--- src/rtl/enigma_pkg.sv ---
// Shared types and ASCII constants for the Enigma keystroke sequencer.
package enigma_pkg;

   typedef enum logic [2:0] {
      IDLE,
      STEP,
      SETTLE,
      CAPTURE,
      OUT
   } state_t;

   localparam logic [7:0] ASCII_UP_A  = 8'd65;
   localparam logic [7:0] ASCII_UP_Z  = 8'd90;
   localparam logic [7:0] ASCII_LO_A  = 8'd97;
   localparam logic [7:0] ASCII_LO_Z  = 8'd122;
   localparam logic [7:0] ASCII_QMARK = 8'd63;
   localparam logic [4:0] N_LETTERS   = 5'd26;

endpackage

--- src/rtl/ascii_letter_codec.sv ---
// Combinational ASCII <-> letter-index conversion; encode path from a raw char,
// decode path from a rotor index plus case bit (out-of-range index decodes to '?').
module ascii_letter_codec
   import enigma_pkg::*;
(
   input  logic [7:0] char_in,
   output logic       is_letter,
   output logic       is_lower,
   output logic [4:0] idx_out,
   input  logic [4:0] idx_in,
   input  logic       lower_in,
   output logic [7:0] char_out
);

   logic       is_upper;
   logic [7:0] idx_full;

   always_comb begin
      is_upper  = (char_in >= ASCII_UP_A) && (char_in <= ASCII_UP_Z);
      is_lower  = (char_in >= ASCII_LO_A) && (char_in <= ASCII_LO_Z);
      is_letter = is_upper || is_lower;
      idx_full  = char_in - (is_lower ? ASCII_LO_A : ASCII_UP_A);
      idx_out   = is_letter ? idx_full[4:0] : 5'd0;

      if (idx_in < N_LETTERS) begin
         char_out = {3'b000, idx_in} + (lower_in ? ASCII_LO_A : ASCII_UP_A);
      end else begin
         char_out = ASCII_QMARK;
      end
   end

endmodule

--- src/rtl/enigma_keystroke_ctrl.sv ---
// Per-keystroke sequencer: validates a char, steps the rotors once, waits for the
// combinational cipher path to settle, captures the result and hands it downstream.
module enigma_keystroke_ctrl
   import enigma_pkg::*;
#(
   parameter int SETTLE_CYCLES = 2,
   parameter int CNT_W         = 16
) (
   input  logic             clk,
   input  logic             rst,
   input  logic             in_valid,
   output logic             in_ready,
   input  logic [7:0]       in_char,
   output logic             step,
   output logic [4:0]       core_in,
   input  logic [4:0]       core_out,
   output logic             out_valid,
   input  logic             out_ready,
   output logic [7:0]       out_char,
   output logic             err_invalid,
   output logic             err_self,
   output logic             busy,
   output logic [CNT_W-1:0] char_count
);

   localparam int SC_W = (SETTLE_CYCLES > 1) ? $clog2(SETTLE_CYCLES) : 1;
   localparam logic [SC_W-1:0] SETTLE_LAST = SC_W'(SETTLE_CYCLES - 1);

   state_t           state_reg, state_next;
   logic [4:0]       core_in_reg, core_in_next;
   logic             lower_reg, lower_next;
   logic [7:0]       out_char_reg, out_char_next;
   logic             err_invalid_reg, err_invalid_next;
   logic             err_self_reg, err_self_next;
   logic [SC_W-1:0]  settle_cnt_reg, settle_cnt_next;
   logic [CNT_W-1:0] char_count_reg, char_count_next;

   logic             enc_is_letter;
   logic             enc_is_lower;
   logic [4:0]       enc_idx;
   logic [7:0]       dec_char;

   ascii_letter_codec u_codec (
      .char_in   (in_char),
      .is_letter (enc_is_letter),
      .is_lower  (enc_is_lower),
      .idx_out   (enc_idx),
      .idx_in    (core_out),
      .lower_in  (lower_reg),
      .char_out  (dec_char)
   );

   always_comb begin
      state_next       = state_reg;
      core_in_next     = core_in_reg;
      lower_next       = lower_reg;
      out_char_next    = out_char_reg;
      err_invalid_next = err_invalid_reg;
      err_self_next    = err_self_reg;
      settle_cnt_next  = settle_cnt_reg;
      char_count_next  = char_count_reg;

      case (state_reg)
         IDLE: begin
            if (in_valid) begin
               if (enc_is_letter) begin
                  core_in_next = enc_idx;
                  lower_next   = enc_is_lower;
                  state_next   = STEP;
               end else begin
                  out_char_next    = ASCII_QMARK;
                  err_invalid_next = 1'b1;
                  state_next       = OUT;
               end
            end
         end
         STEP: begin
            settle_cnt_next = '0;
            state_next      = SETTLE;
         end
         SETTLE: begin
            if (settle_cnt_reg == SETTLE_LAST) begin
               state_next = CAPTURE;
            end else begin
               settle_cnt_next = settle_cnt_reg + 1'b1;
            end
         end
         CAPTURE: begin
            // An index outside the alphabet is a wiring fault, reported like a self-map.
            out_char_next   = dec_char;
            err_self_next   = (core_out >= N_LETTERS) || (core_out == core_in_reg);
            char_count_next = char_count_reg + 1'b1;
            state_next      = OUT;
         end
         OUT: begin
            if (out_ready) begin
               err_invalid_next = 1'b0;
               err_self_next    = 1'b0;
               state_next       = IDLE;
            end
         end
         default: state_next = IDLE;
      endcase
   end

   always_ff @(posedge clk) begin
      if (rst) begin
         state_reg       <= IDLE;
         core_in_reg     <= '0;
         lower_reg       <= 1'b0;
         out_char_reg    <= '0;
         err_invalid_reg <= 1'b0;
         err_self_reg    <= 1'b0;
         settle_cnt_reg  <= '0;
         char_count_reg  <= '0;
      end else begin
         state_reg       <= state_next;
         core_in_reg     <= core_in_next;
         lower_reg       <= lower_next;
         out_char_reg    <= out_char_next;
         err_invalid_reg <= err_invalid_next;
         err_self_reg    <= err_self_next;
         settle_cnt_reg  <= settle_cnt_next;
         char_count_reg  <= char_count_next;
      end
   end

   assign in_ready    = (state_reg == IDLE);
   assign busy        = (state_reg != IDLE);
   assign step        = (state_reg == STEP);
   assign out_valid   = (state_reg == OUT);
   assign core_in     = core_in_reg;
   assign out_char    = out_char_reg;
   assign err_invalid = err_invalid_reg;
   assign err_self    = err_self_reg;
   assign char_count  = char_count_reg;

endmodule
--- config.mk ---
export PLATFORM = sky130hd
export DESIGN_NAME = enigma_keystroke_ctrl
export DESIGN_NICKNAME = d
export VERILOG_FILES = /design/src/rtl/enigma_pkg.sv /design/src/rtl/ascii_letter_codec.sv /design/src/rtl/enigma_keystroke_ctrl.sv
export SDC_FILE = /design/constraint.sdc
export NUM_CORES = 1
export LEC_CHECK = 0
export ABC_CLOCK_PERIOD_IN_PS = 1970
export BUFFER_PORTS_ARGS = -buffer_cell sky130_fd_sc_hd__buf_4
export CORE_MARGIN = 2
export CORE_UTILIZATION = 51
export CTS_BUF_LIST = sky130_fd_sc_hd__clkbuf_8 sky130_fd_sc_hd__clkbuf_16
export DETAILED_ROUTE_END_ITERATION = 8
export PLACE_DENSITY = 0.87
export SYNTH_ARGS = -nofsm -noshare
export SYNTH_HDL_FRONTEND = slang
export SYNTH_SLANG_ARGS = --single-unit
--- constraint.sdc ---
create_clock -name clk -period 1.97 [get_ports clk]
set_input_delay 0.394 -clock clk [delete_from_list [all_inputs] [get_ports clk]]
set_output_delay 0.394 -clock clk [all_outputs]
set_load 0.05 [all_outputs]
-- Word-level counts from Yosys, hierarchy flattened
Index checks and enable logic that the tools add are counted.
- register bits after elaboration: 36
- bits in latches: 0
- memory bits (writable): 0
- memory bits (read-only): 0
- bits of input ports: 17
- output and inout bits: 35
- logic and storage cells: 59
- memories: 0
- add/subtract/negate cells: 4
- multipliers: 0
- div/mod/pow operators: 0
- order comparisons: 6
- eq/ne operators: 9
- shifts and indexed selects: 0
- multiplexer cells: 17
- bitwise logic cells: 0
- reductions and logical operators: 15
- operator list (operator ; number):
    $mux 8 ; 3
    $add 16x1->16 const B ; 1
    $ge 8x7->1 const B ; 2
    $le 8x7->1 const B ; 2
    $pmux 8 s2 ; 1
    $pmux 3 s5 ; 1
    $mux 3 ; 4
    $reduce_and 3->1 ; 3
    $add 5x8->8 ; 1
    $reduce_bool 2->1 ; 4
    $eq 3x2->1 const B ; 2
    $mux 6 ; 1
    $ne 2x2->1 const B ; 3
    $pmux 1 s2 ; 3
    $eq 5x5->1 ; 1
    $ge 5x5->1 const B ; 1
    $lt 5x5->1 const B ; 1
    $sub 5x5->5 const B ; 1
    $mux 1 ; 4
    $reduce_and 4->1 ; 1
    $eq 3x1->1 const B ; 1
    $eq 3x3->1 const B ; 1
    $logic_not 3->1 ; 1
    $reduce_bool 3->1 ; 1
    5 further kinds ; 7

-- Logic depth before layout (Yosys ltp)
- depth in word-level cells: 6
- mapped depth: 7
- gate-level depth less buffers: 6

-- Modules after synthesis
Synthesis repeated with hierarchy kept, for this count alone.
- cells, all modules: 236
- area, all modules: 1889.3 µm²
- modules (own cells, without submodules) (module ; instances ; cells each ; area each (µm²) ; seq. area each (µm²)):
    enigma_keystroke_ctrl ; 1 ; 188 ; 1575.3 ; 720.7
    ascii_letter_codec ; 1 ; 48 ; 314.1 ; 0.0

-- Worst setup path before layout
No wires, ideal clock.
- path kind: flip-flop to flip-flop
- start point: reg state_reg[1]
- end point: reg out_char_reg[0], in the netlist out_char[0]
- setup time: 59 ps
- arrival: 2009 ps
- required time: 1911 ps
- setup slack: -98 ps
- cell stages (with the launch flop): 8
- path buffers: 2
- period minus slack after synthesis: 2068 ps
- path through: dfxtp_1 -> buf_2 -> or3_1 -> buf_2 -> inv_1 -> a21oi_1 -> a31oi_1 -> o21a_1
- cells in the longest elaborated chain, start to end: 3
- elaborated cells on any way between the ends: 7
- those cells by class: eq/ne: 3; mux: 1; reduce/logical: 3
- ends and longest elaborated chain (what ; line ; text):
    start, declared ; enigma_keystroke_ctrl.sv:29 ; state_t state_reg, state_next;
    start signal, assigned ; enigma_keystroke_ctrl.sv:117 ; state_reg <= state_next;
    $logic_not 3->1 (*) ; - ;
    named net in_ready ; enigma_keystroke_ctrl.sv:12 ; output logic in_ready,
    $ne 2x2->1 (no line) / $reduce_bool 2->1 (equally long branches) ; - ;
    $reduce_and 3->1 (no line) ; - ;
    end signal, assigned ; enigma_keystroke_ctrl.sv:120 ; out_char_reg <= out_char_next;
    end, declared ; enigma_keystroke_ctrl.sv:32 ; logic [7:0] out_char_reg, out_char_next;
Mark *: on every way through the listed nets, which the timed path passes. The rest lies on a longest branch.
A chain may end at the register's enable or synchronous reset.

-- Final worst setup path
- start point: reg state_reg[2]
- end point: out in_ready
- cells in the longest elaborated chain, start to end: 1
- ends and longest elaborated chain (what ; line ; text):
    $logic_not 3->1 ; enigma_keystroke_ctrl.sv:128 ; assign in_ready = (state_reg == IDLE);
    end, declared ; enigma_keystroke_ctrl.sv:12 ;
Every way passes these cells.

==> results by group <==
Run status
  – Status: finished clean

Final layout
  – Ant. Diodes: 0
  – Layout cells sized above 1: 0.320
  – Fin nets: 291
  – Max FFs per register: 16
  – Commonest non-fill, non-tap cell in the layout: buf_4
  – Area grow syn2layout: 32.6%
  – Most frequent cells in the layout: buf_4 (64), dfxtp_1 (32), nor2_1 (18)

STA
  – Final period util: 0.927
  – Crit path time final: 1.83 ns
  – Max Freq: 547 MHz
  – Final hold violations: 0
  – Setup violators final: 0
  – Worst-margin pin slew: 0.391 ns
  – Setup TNS: 0 ns
  – RSZ-0062 raised after global routing: false
  – Slew HR: 0.739
  – Final slew viol count: 0
  – Clock skew: 0.00657 ns

Min path
  – Worst Hold Class: input port to register
  – Endpoint, Worst Hold: core_in[0]
  – Hold path depth: 2
  – Worst hold start: in_char[0]

Drt
  – Detailed Route WL: 4460 µm
  – Antenna Nets Post-Route: 0
  – DRC: 0
  – Vias per inst: 5.62
  – DRT iter0 DRCs: 141
  – Via Count: 1,769
  – Drt pass-1 iters: 5
  – WL per Instance: 14.2 µm

Placed design
  – DP HPWL: 3340 µm
  – Number of port buffers: 51
  – Routability cong.: 0.877

Worst setup path
  – Flop2flop setup slack: 0.21 ns
  – CP Capture Type: output pin
  – R2R cell count: 5
  – Worst r2r src: char_count[0]
  – CP startpoint kind: register
  – Maximum fanout along the worst path: 12
  – CP Data Arrival Time: 1.43 ns
  – Data required time of the critical path: 1.58 ns
  – Setup CP Type: register to output pin
  – Reg-to-Reg End: char_count[14]

Synthesis
  – Post-Syn Area: 1860 µm²
  – Syn_nets: 233
  – Number of synthesized flops with an enable pin: 0
  – Yosys warnings: 0
  – Top_reg_cell synth: dfxtp_1
  – Synth async-reset ratio: 0
  – Syn Inst Count: 210
  – Synth cell types: 46
  – Syn avg cell area: 8.84 µm²
  – Register area share after synthesis: 0.388
  – Synthesized flop and latch total: 36

Global route
  – GRT overflow: 0
  – Global-route wire length before repair: 7360 µm
  – Initial antenna violation count: 0
  – Largest net degree at the start of global routing: 34
  – Vias in the first global route: 1,667
  – GR Util All Layers: 0.229

Clock tree
  – Worst-path clk slew: 0.08 ns
  – Clk buf depth: 2
  – Hold_buf cts: 0
  – Root buffer cell: clkbuf_8
  – H-tree depth: 2
  – CTS tree: done
  – CTS Sinks: 36
  – Clk Latency, worst-skew pair: 0.29 ns
  – CTS Buf Count: 5

Floorplanning
  – Core footprint: 3420 µm²
  – Die width: 64.3 µm
  – Top-level I/O count: 52
  – Starting Density: 0.544
  – Die area: 4140 µm²
  – Die Y: 64.3 µm
  – Row Count: 21

Power
  – Pleak: 1.02 nW
  – Worst VDD drop: 0.481 mV
  – Cell Pwr Density: 731 nW/µm²
  – Power Total: 1.80 mW

Run
  – Max-cap violations: 0
area by class of cell:
class	instances	area [µm²]
Sequential cell	36	726
Tap cell	46	57.6
Timing Repair Buffer	64	480
Clock buffer	5	68.8
Clock inverter	3	42.5
Inverter	9	37.5
Fill cell	280	953
Multi-Input combinational cell	152	1050
stage by stage:
| step | instances | hold WS [ns] | utilization | worst slack, ns | area (µm²) |
|---|---|---|---|---|---|
| 2_1_floorplan | 210 | 0.435 | - | 0.0110 | 1870 |
| 3_3_place_gp | 307 | 0.450 | 0.687 | 0.177 | 2350 |
| 3_5_place_dp | 307 | 0.455 | 0.687 | 0.0903 | 2350 |
| 4_1_cts | 315 | 0.309 | 0.719 | 0.0434 | 2460 |
| 5_1_grt | 315 | 0.315 | 0.721 | 0.0721 | 2460 |
| 6_report | 315 | 0.322 | 0.721 | 0.143 | 2460 |
cells by family after synthesis:
| group | share of synthesized area |
|---|---|
| compound gates | 0.188 |
| xor+xnor | 0.104 |
| fa+ha+maj | 0.0404 |
| buf+inv | 0.0492 |
| flops | 0.388 |
| mux | 0.00539 |
| simple gates | 0.225 |
Yosys cell counts, drive strengths merged, types with 2 or more instances:
cell,count,area share
xor2,7,0.033
nand3,9,0.024
inv,9,0.018
nor2,18,0.036
dfxtp,36,0.39
and2,2,0.0067
xnor2,15,0.071
nand3b,2,0.0081
a31o,2,0.0094
a41oi,5,0.024
nor4,4,0.017
a21oi,17,0.048
nand2b,2,0.0067
nand2,9,0.018
a31oi,4,0.022
nor3,4,0.011
ha,6,0.040
clkbuf,9,0.019
and4,2,0.0094
o21ai,5,0.013
nor2b,3,0.010
a211oi,6,0.024
buf,4,0.012
o21a,6,0.024
or3,3,0.010
and3,3,0.010
nand4,4,0.017
o2111ai,2,0.0094
power breakdown:
part,leakage (nW),internal (mW),switching [mW]
Clock,0.0541,0.374,0.272
Sequential,0.295,0.755,0.0266
Combinational,0.670,0.140,0.233
Total,1.02,1.27,0.531
timing repair:
action / 4_1_cts / 5_1_grt
gates resized for setup: 0 / 1
setup buffers: 0 / 0
endpoints found under the setup margin: 0 / 1
critical path, stage by stage, from the launching register on:
cell and delay [ns]:
dfxtp_1 0.40, or3_4 0.47, clkinvlp_4 0.09, buf_4 0.19
routing by layer:
layer,vias up,share of wire,global-route usage
met5,-,0,0
met4,0,0.016,0.0957
met3,9,0.063,0.0704
met2,69,0.49,0.379
met1,821,0.43,0.274
li1,870,-,-
worst max-delay path by stage:
stage                   from             end  slack (ns)
6_report        state_reg[2]        in_ready        0.14
5_1_grt         state_reg[2]        in_ready        0.07
4_1_cts         state_reg[2]        in_ready        0.04
3_5_place_dp      in_char[0]      core_in[0]        0.09
3_3_place_gp      in_char[0]      core_in[0]        0.18
2_1_floorplan  char_count[7]  char_count[14]        0.01
(Power assumes the default switching activity.)
